$ cat src/rtl/demux1to4_hs_if.sv
// demux1to4_hs_if: producer-side and four consumer-side handshakes of the 1-to-4 demux.
interface demux1to4_hs_if #(parameter int WIDTH = 32);
  logic [WIDTH-1:0] in_data;
  logic [1:0] in_sel;
  logic in_valid;
  logic in_ready;
  logic [WIDTH-1:0] out_data0;
  logic [WIDTH-1:0] out_data1;
  logic [WIDTH-1:0] out_data2;
  logic [WIDTH-1:0] out_data3;
  logic [3:0] out_valid;
  logic [3:0] out_ready;
  logic [2:0] occupancy;
  modport slave (
    input in_data, in_sel, in_valid, out_ready,
    output in_ready, out_data0, out_data1, out_data2, out_data3, out_valid, occupancy
  );
  modport master (
    output in_data, in_sel, in_valid, out_ready,
    input in_ready, out_data0, out_data1, out_data2, out_data3, out_valid, occupancy
  );
endinterface

$ cat src/rtl/demux1to4_hs.sv
// demux1to4_hs: steers one word per cycle into one of four single-entry slots that drain independently.
module demux1to4_hs #(parameter int WIDTH = 32) (
  input logic clk,
  input logic reset,
  demux1to4_hs_if.slave bus
);
  logic [WIDTH-1:0] data [4];
  logic [3:0] full;
  logic [3:0] load;
  logic [3:0] drain;
  logic ready;
  // readiness looks only at the selected slot, so a full slot never blocks the others
  always_comb begin
    ready = ~reset & (~full[bus.in_sel] | bus.out_ready[bus.in_sel]);
    load = (bus.in_valid & ready) ? 4'b0001 << bus.in_sel : 4'b0000;
    drain = full & bus.out_ready;
  end
  always_ff @(posedge clk or posedge reset)
    if (reset) begin
      full <= '0;
      for (int i = 0; i < 4; i++) data[i] <= '0;
    end else begin
      full <= load | (full & ~drain);
      for (int i = 0; i < 4; i++) if (load[i]) data[i] <= bus.in_data;
    end
  assign bus.in_ready = ready;
  assign bus.out_data0 = data[0];
  assign bus.out_data1 = data[1];
  assign bus.out_data2 = data[2];
  assign bus.out_data3 = data[3];
  assign bus.out_valid = full;
  assign bus.occupancy = 3'(full[0]) + 3'(full[1]) + 3'(full[2]) + 3'(full[3]);
endmodule

$ cat src/flat_wrapper.sv
// flat-port wrapper written by rule: the top's interface ports become plain ports
module demux1to4_hs_flat 
#(parameter int WIDTH = 32)
  (clk, reset, bus_in_data, bus_in_sel, bus_in_valid, bus_out_ready, bus_in_ready, bus_out_data0, bus_out_data1, bus_out_data2, bus_out_data3, bus_out_valid, bus_occupancy);
  demux1to4_hs_if #(.WIDTH(WIDTH)) bus_i ();
  input logic clk;
  input logic reset;
  input wire logic [$bits(bus_i.in_data)-1:0] bus_in_data;
  input wire logic [$bits(bus_i.in_sel)-1:0] bus_in_sel;
  input wire logic [$bits(bus_i.in_valid)-1:0] bus_in_valid;
  input wire logic [$bits(bus_i.out_ready)-1:0] bus_out_ready;
  output wire logic [$bits(bus_i.in_ready)-1:0] bus_in_ready;
  output wire logic [$bits(bus_i.out_data0)-1:0] bus_out_data0;
  output wire logic [$bits(bus_i.out_data1)-1:0] bus_out_data1;
  output wire logic [$bits(bus_i.out_data2)-1:0] bus_out_data2;
  output wire logic [$bits(bus_i.out_data3)-1:0] bus_out_data3;
  output wire logic [$bits(bus_i.out_valid)-1:0] bus_out_valid;
  output wire logic [$bits(bus_i.occupancy)-1:0] bus_occupancy;
  assign bus_i.in_data = bus_in_data;
  assign bus_i.in_sel = bus_in_sel;
  assign bus_i.in_valid = bus_in_valid;
  assign bus_i.out_ready = bus_out_ready;
  assign bus_in_ready = bus_i.in_ready;
  assign bus_out_data0 = bus_i.out_data0;
  assign bus_out_data1 = bus_i.out_data1;
  assign bus_out_data2 = bus_i.out_data2;
  assign bus_out_data3 = bus_i.out_data3;
  assign bus_out_valid = bus_i.out_valid;
  assign bus_occupancy = bus_i.occupancy;
  demux1to4_hs #(.WIDTH(WIDTH)) u_core (.clk(clk), .reset(reset), .bus(bus_i));
endmodule
$ cat config.mk
export PLATFORM = sky130hd
export DESIGN_NAME = demux1to4_hs_flat
export DESIGN_NICKNAME = d
export VERILOG_FILES = /design/src/rtl/demux1to4_hs_if.sv /design/src/rtl/demux1to4_hs.sv /design/src/flat_wrapper.sv
export SDC_FILE = /design/constraint.sdc
export NUM_CORES = 1
export LEC_CHECK = 0
export BUFFER_PORTS_ARGS = -buffer_cell sky130_fd_sc_hd__buf_2
export CAP_MARGIN = 10
export CORE_MARGIN = 3
export CORE_UTILIZATION = 54
export CTS_CLUSTER_DIAMETER = 150
export DETAILED_ROUTE_END_ITERATION = 8
export PLACE_DENSITY_LB_ADDON = 0.3
export SYNTH_ARGS = -nofsm -noshare
export SYNTH_HDL_FRONTEND = slang
export SYNTH_SLANG_ARGS = --single-unit
$ cat constraint.sdc
create_clock -name clk -period 13.4 [get_ports clk]
set_clock_uncertainty 0.15 [all_clocks]
set_input_delay 1.34 -clock clk [delete_from_list [all_inputs] [get_ports clk]]
set_output_delay 1.34 -clock clk [all_outputs]
set_load 0.1 [all_outputs]
Yosys cells after proc, flatten, opt, wreduce, memory -nomap -nowiden:

Cells that the tools add are included.

* register bits: 132
* bits in latches: 0
* memory bits (writable): 0
* ROM bits: 0
* input bits: 41
* output and inout bits: 136
* memories: 0

* add/sub/neg operators: 3
* $mul: 0
* divide/modulo/power cells: 0
* $lt $le $gt $ge: 1
* equality and inequality tests: 0
* shift operators: 1
* mux-type cells: 5
* bitwise gates (word level): 9
* reduce and logical (&&, ||, !) cells: 0

Operators with widths (count)
* bitwise AND 4 bit: 2
* adder 3 x 1 -> 3 bit: 2
* binary-select mux 1 bit (select 2 bit): 2
* two-way mux 4 bit: 1
* NOT 4 bit: 1
* OR 4 bit: 1
* << shifter 1 x 2 -> 4 bit, first input constant: 1
* less-than comparator 2 x 3 -> 1 bit, second input constant: 1
* adder 1 x 1 -> 2 bit: 1
* bitwise AND 1 bit: 2
* two-way mux 1 bit: 2
* NOT 1 bit: 2
* OR 1 bit: 1

Longest topological paths before layout:

* depth after elaboration: 8
* depth in mapped cells: 5
* depth with buffers taken out: 3

Worst setup path before layout:

Ideal clock, no wire load.

* kind: input to output
* from: in reset
* to: out bus_in_ready
* arrival: 6.282 ns
* required time: 11.910 ns
* setup slack: 5.628 ns
* stages: 3
* cell sequence: inv_1 -> o311ai_0 -> a21oi_1

* longest elaborated chain between the ends: 2

Ends and longest elaborated chain
* start: declaration: RTL line flat_wrapper.sv:7 `input logic reset;`
* NOT 1 bit: RTL line demux1to4_hs.sv:14 `ready = ~reset & (~full[bus.in_sel] | bus.out_ready[bus.in_sel]);`
* bitwise AND 1 bit: RTL line demux1to4_hs.sv:14
* end: declaration: RTL line flat_wrapper.sv:12 `output wire logic [$bits(bus_i.in_ready)-1:0] bus_in_ready;`

Every way passes these cells.

Worst setup path after layout:

Ends and elaborated chain as after synthesis.

==> summary.txt <==
Outcome
  – Status: completed

Synth
  – Synth Area in Adders: 0.008287
  – Synthesis-stage register bit count: 132
  – XOR/XNOR Fraction of Synth Area: 0
  – Post-synth EDFFs: 0
  – Register area share after synthesis: 0.6077
  – Yosys top cell area share: 0.6077
  – Post-synthesis cell area: 5435 µm²
  – Post-synth top cells: dfrtp_1, mux2_4, mux2_2
  – Synth Area per Inst: 18.30 µm²
  – Cell count after synthesis: 297
  – FFs w/ async S/R, synth: 1.000
  – Most frequent cell after synthesis: dfrtp_1
  – Post-synthesis mux area share: 0.3271
  – Ys flop type: dfrtp_1
  – Yosys top cell by area: dfrtp_1
  – Syn. warnings: 0
  – Main combinational cell family by area after synthesis: multiplexers
  – Synth cell types: 21
  – Syn Nets: 341
  – Synth Area in Compound Gates: 0.002532
  – Leading post-synthesis cells by cell area: dfrtp_1, mux2_4, mux2_2
  – Post-Synth Simple-Gate Area: 0.02901

Floorplanning
  – Full die area: 11310 µm²
  – Initial Utilization: 0.5720
  – Die extent in y: 106.3 µm
  – Site Rows: 35
  – Die span in x: about 110 µm
  – I/O pin cnt: 177
  – Core ar.: ~9500 µm²

Clock tree
  – Clk sink count: 132
  – # hold bufs at CTS: 0
  – Inserted Clock Buffers: 17
  – CTS tree: built
  – Bufs on Longest Clock Path: 2
  – H-tree levels: 4
  – Worst-path clk slew: 0.06 ns
  – Postcts setup bufs: 0
  – Post-CTS Resized: 0
  – Clk root buf: clkbuf_8
  – Clock latency on the worst-skew pair: 0.50 ns

Place
  – Final GP Congestion: 0.7816
  – Post-DP HPWL: about 7.5 mm
  – Buffers added on ports: approximately 180

Min path
  – Hold crit path type: flip-flop to flip-flop
  – Hold wc startpoint: u_core.bus.out_data0[31]

Setup path
  – Critical path's most frequent cell: buf_2
  – Critical Path Start: reset
  – Worst setup SP type: primary input
  – Crit path max-delay family: buffers and inverters
  – Worst Setup End Kind: output port
  – WP buf/inv: 3
  – Crit path max fanout: 73
  – Reg2Reg Setup Slack: around 11 ns
  – Worst reg2reg path startpoint: u_core.bus.out_valid[1]
  – Critical path's largest stage delay: 0.61 ns
  – CP Cell Sequence: buf_2 -> inv_4 -> o311ai_0 -> a21oi_1 -> buf_2
  – Critical path type: primary input to output port
  – R2R cell count: 3
  – Worst R2R End: u_core.bus.out_data1[30]
  – CP Capture Point: bus_in_ready
  – CP Data Required Time: 11.91 ns
  – Slowest CP cell: inv_4
  – WP data arrival: a little over 3 ns
  – WP depth: 5

Cells and area
  – Number of fill cells: 645
  – Area Growth Syn to Fin: 28.50%
  – Share of cells above drive strength 1: 0.6558
  – Diodes inserted: 0
  – Final #Nets: 522
  – Footprint of the multi-input gates: 1994 µm²
  – Reg area: 3303 µm²

Global routing
  – Largest net degree at the start of global routing: 74
  – Vias in the first global route: 3408
  – GRT Total Usage: 0.2173
  – GRT overflow: 0
  – First-pass GRT wire length: roughly 19 mm
  – Initial antenna violation count: 0

Route
  – # DRC: 0
  – DRT Pass-1 Iters: 4
  – Drt total wl: 11.77 mm
  – DR iter-0 viols: 95
  – Via density: 5.032
  – Total number of vias: around 3100
  – Antenna-violating nets left: 0
  – DR WL/cell: 18.99 µm

Timing
  – Final Hold Violating Endpoints: 0
  – Fin crit share: 0.3374
  – Final setup TNS: 0 ns
  – FMAX: 221.2 MHz
  – Slew headroom: 0.3457
  – Unrepaired setup endpoints after global routing: no
  – Tmin final: 4.521 ns
  – Worst-Margin Slew: 0.9799 ns
  – Max Slew Vio Count: 0
  – Count of final setup violators: 0

Flow run
  – Max-Cap Viols: 0
## flip-flops by register name, summed over array words and instances (netlist names)
| signal | count |
|---|---|
| u_core.bus.out_data0 | 32 |
| u_core.bus.out_data1 | 32 |
| u_core.bus.out_data2 | 32 |
| u_core.bus.out_data3 | 32 |
| u_core.bus.out_valid | 4 |
## how the worst min path moves through the flow
stage | end | slack [ns] | cells past startpoint
finish | u_core.bus.out_data0[31] | 0.34 | 1
global route | u_core.bus.out_data0[7] | 0.36 | 1
CTS | u_core.bus.out_data0[20] | 0.35 | 1
detailed placement | u_core.bus.out_data0[21] | 0.33 | 1
global placement | u_core.bus.out_data0[0] | 0.32 | 1
floorplan | u_core.bus.out_valid[1] | 0.99 | 2
## layout by cell type (no fill, tap or decap), types with 4 or more instances in the layout
master,instances
buf_2,176
nand2_1,4
dfrtp_1,132
mux2_4,87
bufinv_16,5
mux2_2,22
clkbuf_16,16
mux2_1,19
nand2b_1,4
clkinv_4,4
## through the flow
step           setup WS (ns)  std cells  hold slack, ns  area [µm²]    util
3_3_place_gp           8.877        588          0.3211        6354  0.6686
5_1_grt                8.626        620          0.3592        6984  0.7350
6_report               8.879        620          0.3427        6984  0.7350
3_5_place_dp           8.817        588          0.3292        6354  0.6686
2_1_floorplan          5.628        297          0.9890        5435       -
4_1_cts                8.814        620          0.3461        6984  0.7350
## logic make-up after synthesis
kind of cell	Yosys count
mux	129
flops	132
simple gates	15
compound gates	2
fa+ha+maj	3
buf+inv	16
## area by class of cell
cell class	instances	area share
timing repair buffer	177	0.1272
tap	129	0.02311
multi-input combinational	149	0.2856
inverter	1	0.0008957
clock buffer	20	0.06091
clock inverter	12	0.02938
sequential	132	0.4729
## per-layer routing
| layer | track usage | part of all wire | routed length, µm | up-vias |
|---|---|---|---|---|
| met4 | 0.07678 | 0.021 | 246 | 0 |
| met3 | 0.06254 | 0.057 | 670 | 20 |
| li1 | - | - | - | 1412 |
| met2 | 0.3679 | 0.50 | 5935 | 108 |
| met1 | 0.2662 | 0.42 | 4921 | 1580 |
| met5 | 0 | 0 | 0 | - |
Power is not shown: default switching activity piles up to over one toggle a cycle in this logic, so the estimate is an artifact.
